==> src/rtl/laser_centroid.sv <==
// Laser-spot centroid: classifies RGB565 pixels, accumulates per-frame coordinate sums,
// and divides them at frame end with two fixed-latency restoring dividers.
module laser_centroid #(
  parameter logic [4:0]  RED_MIN    = 5'd24,
  parameter logic [5:0]  GREEN_MAX  = 6'd20,
  parameter logic [16:0] MIN_PIXELS = 17'd4
) (
  input  logic        clk_in,
  input  logic        rst_n_in,
  input  logic [15:0] pixel_in,
  input  logic        data_valid_in,
  input  logic [8:0]  hcount_in,
  input  logic [7:0]  vcount_in,
  input  logic        frame_done_in,
  output logic [8:0]  x_out,
  output logic [7:0]  y_out,
  output logic        found_out,
  output logic        valid_out,
  output logic        busy_out,
  output logic        drop_out
);

  typedef enum logic [1:0] {
    ACCUM  = 2'd0,
    DIVIDE = 2'd1,
    REPORT = 2'd2
  } state_t;

  state_t      state_r, state_s;
  logic [4:0]  bit_idx_r;
  logic [24:0] sum_x_r, sum_y_r, sum_x_s, sum_y_s;
  logic [16:0] cnt_r, cnt_s, snap_cnt_r;
  logic [24:0] quo_x_r, quo_y_r, rem_x_r, rem_y_r;
  logic [24:0] quo_x_s, quo_y_s, rem_x_s, rem_y_s;
  logic [24:0] add_x_s, add_y_s;
  logic [16:0] add_n_s;
  logic        is_laser_s, frame_end_s, overrun_s;
  logic [8:0]  x_r;
  logic [7:0]  y_r;
  logic        found_r, valid_r, busy_r, drop_r;

  // One restoring-division step: the dividend shifts out of quo's MSB while the
  // quotient bit shifts into its LSB, so after 25 steps quo holds the floor quotient.
  // A zero divisor just produces all-ones; that result is never reported.
  function automatic logic [49:0] div_step(input logic [24:0] rem,
                                           input logic [24:0] quo,
                                           input logic [16:0] dvs);
    logic [25:0] trial;
    logic        ge;
    trial = {rem, quo[24]};
    ge    = (trial >= {9'd0, dvs});
    if (ge) begin
      trial = trial - {9'd0, dvs};
    end else begin
      trial = trial;
    end
    return {trial[24:0], quo[23:0], ge};
  endfunction

  // Pixel classification and frame-end qualification
  always_comb begin
    is_laser_s  = data_valid_in
                  && (pixel_in[15:11] >= RED_MIN)
                  && (pixel_in[10:5] <= GREEN_MAX)
                  && (hcount_in < 9'd320)
                  && (vcount_in < 8'd240);
    add_x_s     = is_laser_s ? {16'd0, hcount_in} : 25'd0;
    add_y_s     = is_laser_s ? {17'd0, vcount_in} : 25'd0;
    add_n_s     = is_laser_s ? 17'd1 : 17'd0;
    frame_end_s = frame_done_in && (state_r == ACCUM);
    overrun_s   = frame_done_in && (state_r != ACCUM);
  end

  // Accumulator next-state: any frame_done clears (snapshot or discard)
  always_comb begin
    if (frame_done_in) begin
      sum_x_s = 25'd0;
      sum_y_s = 25'd0;
      cnt_s   = 17'd0;
    end else begin
      sum_x_s = sum_x_r + add_x_s;
      sum_y_s = sum_y_r + add_y_s;
      cnt_s   = cnt_r + add_n_s;
    end
  end

  // FSM next-state and divider datapath
  always_comb begin
    state_s = state_r;
    quo_x_s = quo_x_r;
    quo_y_s = quo_y_r;
    rem_x_s = rem_x_r;
    rem_y_s = rem_y_r;
    case (state_r)
      ACCUM: begin
        if (frame_done_in) begin
          state_s = DIVIDE;
        end else begin
          state_s = ACCUM;
        end
      end
      DIVIDE: begin
        {rem_x_s, quo_x_s} = div_step(rem_x_r, quo_x_r, snap_cnt_r);
        {rem_y_s, quo_y_s} = div_step(rem_y_r, quo_y_r, snap_cnt_r);
        if (bit_idx_r == 5'd0) begin
          state_s = REPORT;
        end else begin
          state_s = DIVIDE;
        end
      end
      REPORT: begin
        state_s = ACCUM;
      end
      default: begin
        state_s = ACCUM;
      end
    endcase
  end

  // Accumulator registers
  always_ff @(posedge clk_in or negedge rst_n_in) begin
    if (!rst_n_in) begin
      sum_x_r <= 25'd0;
      sum_y_r <= 25'd0;
      cnt_r   <= 17'd0;
    end else begin
      sum_x_r <= sum_x_s;
      sum_y_r <= sum_y_s;
      cnt_r   <= cnt_s;
    end
  end

  // State, bit index and divider registers; the snapshot includes a same-cycle pixel
  always_ff @(posedge clk_in or negedge rst_n_in) begin
    if (!rst_n_in) begin
      state_r    <= ACCUM;
      bit_idx_r  <= 5'd0;
      snap_cnt_r <= 17'd0;
      quo_x_r    <= 25'd0;
      quo_y_r    <= 25'd0;
      rem_x_r    <= 25'd0;
      rem_y_r    <= 25'd0;
    end else begin
      state_r <= state_s;
      if (frame_end_s) begin
        quo_x_r    <= sum_x_r + add_x_s;
        quo_y_r    <= sum_y_r + add_y_s;
        rem_x_r    <= 25'd0;
        rem_y_r    <= 25'd0;
        snap_cnt_r <= cnt_r + add_n_s;
        bit_idx_r  <= 5'd24;
      end else begin
        quo_x_r    <= quo_x_s;
        quo_y_r    <= quo_y_s;
        rem_x_r    <= rem_x_s;
        rem_y_r    <= rem_y_s;
        snap_cnt_r <= snap_cnt_r;
        if ((state_r == DIVIDE) && (bit_idx_r != 5'd0)) begin
          bit_idx_r <= bit_idx_r - 5'd1;
        end else begin
          bit_idx_r <= bit_idx_r;
        end
      end
    end
  end

  // Registered result, status and overrun outputs
  always_ff @(posedge clk_in or negedge rst_n_in) begin
    if (!rst_n_in) begin
      x_r     <= 9'd0;
      y_r     <= 8'd0;
      found_r <= 1'b0;
      valid_r <= 1'b0;
      busy_r  <= 1'b0;
      drop_r  <= 1'b0;
    end else begin
      valid_r <= (state_r == REPORT);
      busy_r  <= (state_s != ACCUM);
      drop_r  <= overrun_s;
      if (state_r == REPORT) begin
        if (snap_cnt_r >= MIN_PIXELS) begin
          x_r     <= quo_x_r[8:0];
          y_r     <= quo_y_r[7:0];
          found_r <= 1'b1;
        end else begin
          x_r     <= x_r;
          y_r     <= y_r;
          found_r <= 1'b0;
        end
      end else begin
        x_r     <= x_r;
        y_r     <= y_r;
        found_r <= found_r;
      end
    end
  end

  assign x_out     = x_r;
  assign y_out     = y_r;
  assign found_out = found_r;
  assign valid_out = valid_r;
  assign busy_out  = busy_r;
  assign drop_out  = drop_r;

endmodule

==> config.mk <==
export PLATFORM = sky130hd
export DESIGN_NAME = laser_centroid
export DESIGN_NICKNAME = d
export VERILOG_FILES = /design/src/rtl/laser_centroid.sv
export SDC_FILE = /design/constraint.sdc
export NUM_CORES = 1
export LEC_CHECK = 0
export CAP_MARGIN = 5
export CORE_MARGIN = 10
export CORE_UTILIZATION = 40
export DETAILED_ROUTE_END_ITERATION = 8
export PLACE_DENSITY = 0.56
export SYNTH_ARGS = -nofsm -noshare
export SYNTH_HDL_FRONTEND = slang
export SYNTH_SLANG_ARGS = --single-unit
==> constraint.sdc <==
create_clock -name clk_in -period 5.34 [get_ports clk_in]
set_clock_uncertainty 0.1 [all_clocks]
set_input_delay 1.068 -clock clk_in [delete_from_list [all_inputs] [get_ports clk_in]]
set_output_delay 1.068 -clock clk_in [all_outputs]
set_load 0.1 [all_outputs]
==> summary.md <==
| Metric | Value |
|---|---|
| Worst Setup End Kind | `register` |
| Mapped Nets | `1286` |
| Share of cells above drive strength 1 | `7.89%` |
| TritonCTS Sinks | `212` |
| Clock power share | `24.3%` |
| Sequential share of the synthesized area | `46.5%` |
| RSZ-0062 raised after global routing | `no` |
| Slew HR | `28.3%` |
| Clk slew on worst S/H paths | `60 ps` |
| ANT cells | `0` |
| Num ports | `58` |
| Max-slew violations | `0` |
| Worst skew pair latency | `540 ps` |
| Row cnt | `61` |
| First-pass GRT wire length | `45.7 mm` |
| Fin crit period | `4470 ps` |
| Yosys Warn Count | `0` |
| Async SR Flop Fraction | `100%` |
| Gr ovfl total | `0` |
| Commonest non-fill, non-tap cell in the layout | `dfrtp_1` |
| Die ar. | `35700 um^2` |
| Vias in the first global route | `8854` |
| 1st-pass router iterations | `4` |
| Die width | `189 um` |
| H-Tree Level Count | `1` |
| DIE HEIGHT | `189 um` |
| Critical Path AT | `4740 ps` |
| DR vias/cell | `5.35` |
| Final Power | `0.00774 W` |
| Placed cells | `1587` |
| CP Data Required Time | `5620 ps` |
| Switching Power | `0.00315 W` |
| Critical path startpoint category | `input port` |
| Detailed-route via count | `8743` |
| Setup tns final | `0 ps` |
| Final GP Congestion | `0.843` |
| Starting Density | `40.8%` |
| Pleak | `5.80 nW` |
| Synth Cell Area | `11400 um^2` |
| Worst Tran Pin Value | `1070 ps` |
| Final net count | `1331` |
| Worst Hold Margin | `352 ps` |
| Max_cap viols | `0` |
| Largest net degree at the start of global routing | `118` |
| Combinational power share | `44.2%` |
| Post-route non-filler standard cell count | `1633` |
| CTS root buf | `clkbuf_16` |
| Yosys reg bits | `212` |
| DR iter-0 viols | `478` |
| CTS Buf Count | `25` |
| Syn-to-layout area delta | `16.2%` |
| Initial antenna violation count | `0` |
| DPL Wire Length | `18.3 mm` |
| Total setup buffers inserted after CTS | `0` |
| Post-CTS sizing | `0` |
| Final setup viols | `0` |
| Syn Inst Count | `1191` |
| Avg WL per Cell | `16.7 um` |
| Port Buffers | `49` |
| Switching Fraction | `40.7%` |
| Fillers | `2679` |
| Crit path max fanout | `12` |
| Peak Freq | `0.224 GHz` |
| EDFF count, synth | `0` |
| Synth Flop Type | `dfrtp_1` |
| Hold Crit Class | `register to register` |
| Total GRT Usage | `15.2%` |
| Most frequent cells in the layout | `dfrtp_1 (212), o21ai_0 (120), nor2_1 (118)` |
| CTS Hold Bufs | `0` |
| Pwr dens | `583 nW/um^2` |
| Period Utilization, post-route | `83.7%` |
| CTS tree | `built` |
| Setup Crit Path Kind | `input port to register` |
| Max Buffers Root-to-Sink | `3` |
| Hold Vio Cnt, Final | `0` |
| Average size of a mapped cell | `9.58 um^2` |
| Worst vdd ir | `339 uV` |
| Post-route DRC | `0` |
| Core Util, Final | `47.5%` |
| Int Pwr | `0.00459 W` |
| Netlist cell types | `66` |
| Routed WL | `27.3 mm` |
| Flop pwr share | `31.5%` |
| Core ar. | `27900 um^2` |
| Routed Antenna Nets | `0` |
| Status | `complete, no violations` |
## stage by stage
step	setup WS (ps)	area [um^2]
final	872	13300
after global routing	390	13300
after CTS	728	13300
after detailed placement	159	12300
after global placement	263	12300
after floorplan	1270	11400
## sequential cells by signal, indices dropped and copies added, names as in the netlist
signal,count
valid_out,1
sum_x_r,25
cnt_r,17
bit_idx_r,5
state_r,2
y_out,8
busy_out,1
rem_y_r,25
snap_cnt_r,17
sum_y_r,25
rem_x_r,25
found_out,1
quo_x_r,25
quo_y_r,25
x_out,9
drop_out,1
## worst max-delay path, cell delays in order
cell and delay, ps:
clkdlybuf4s50_1 410, o21ai_0 320, nand3_1 110, a21oi_1 180
buf_4 210, and2_1 140, ha_1 190, fa_1 220
a21o_1 120, a21oi_1 80, nor2b_1 110, o21ai_0 130
a211oi_1 920, nand4_1 210, xor2_1 210, o21ai_0 90
## synth_stat cells, drive strengths merged (16+ instances only)
library cell  count  area, um^2
a21oi            58         290
a22oi            47         353
and2             22         138
clkbuf           40         150
dfrtp           212        5310
ha               54         676
inv              36         135
mux2             17         191
mux2i            16         160
nand2           112         420
nand3            34         170
nor2            119         447
nor2b            16         100
nor3             21         110
o21ai           131         659
xnor2            54         473
xor2             48         420
## kinds of logic after synthesis
group | synth area share [%]
AO/OA/AOI/OAI | 17.3
AND/OR/NAND/NOR | 15.7
buffers and inverters | 2.89
multiplexers | 3.08
flip-flops | 46.5
XOR/XNOR | 7.83
adder cells (fa/ha/maj) | 6.62
## power groups by stage
stage / registers [W] / logic [W] / clock network, W
after floorplan: 0.00270 / 0.00233 / 0
after global placement: 0.00245 / 0.00337 / 0
after detailed placement: 0.00245 / 0.00343 / 0
after CTS: 0.00244 / 0.00343 / 0.00194
after global routing: 0.00250 / 0.00385 / 0.00200
final: 0.00244 / 0.00342 / 0.00188
## area by class of cell
| cell class | count | area [um^2] | share of cell area [%] |
|---|---|---|---|
| Inverter | 36 | 135 | 1.02 |
| Sequential cell | 212 | 5310 | 40.0 |
| Clock buffer | 36 | 757 | 5.71 |
| Timing Repair Buffer | 66 | 618 | 4.66 |
| Clock inverter | 10 | 171 | 1.29 |
| Tap cell | 378 | 473 | 3.57 |
| Multi-Input combinational cell | 895 | 5800 | 43.7 |
## metal layers
metal / share of wire [%] / global-route usage (%)
met3: 3.3 / 2.52
met1: 49 / 20.6
met5: 0 / 0
met2: 46 / 25.1
met4: 1.7 / 3.11
## worst paths after layout
kind	startpoint	endpoint	slack [ps]	depth (start not counted)
setup / recovery	hcount_in[7]	quo_x_r[24]$_DFFE_PN0P_	870	16
hold / removal	bit_idx_r[4]$_DFFE_PN0P_	state_r[1]$_DFF_PN0_	350	1
setup reg to reg	quo_y_r[24]$_DFFE_PN0P_	rem_y_r[13]$_DFFE_PN0P_	1760	11
hold reg to reg	bit_idx_r[4]$_DFFE_PN0P_	state_r[1]$_DFF_PN0_	350	1
max in group asynchronous	rst_n_in	snap_cnt_r[12]$_DFFE_PN0P_	3470	2
min in group asynchronous	rst_n_in	rem_y_r[24]$_DFFE_PN0P_	420	1
No activity file was read; power rests on OpenSTA's default activity.
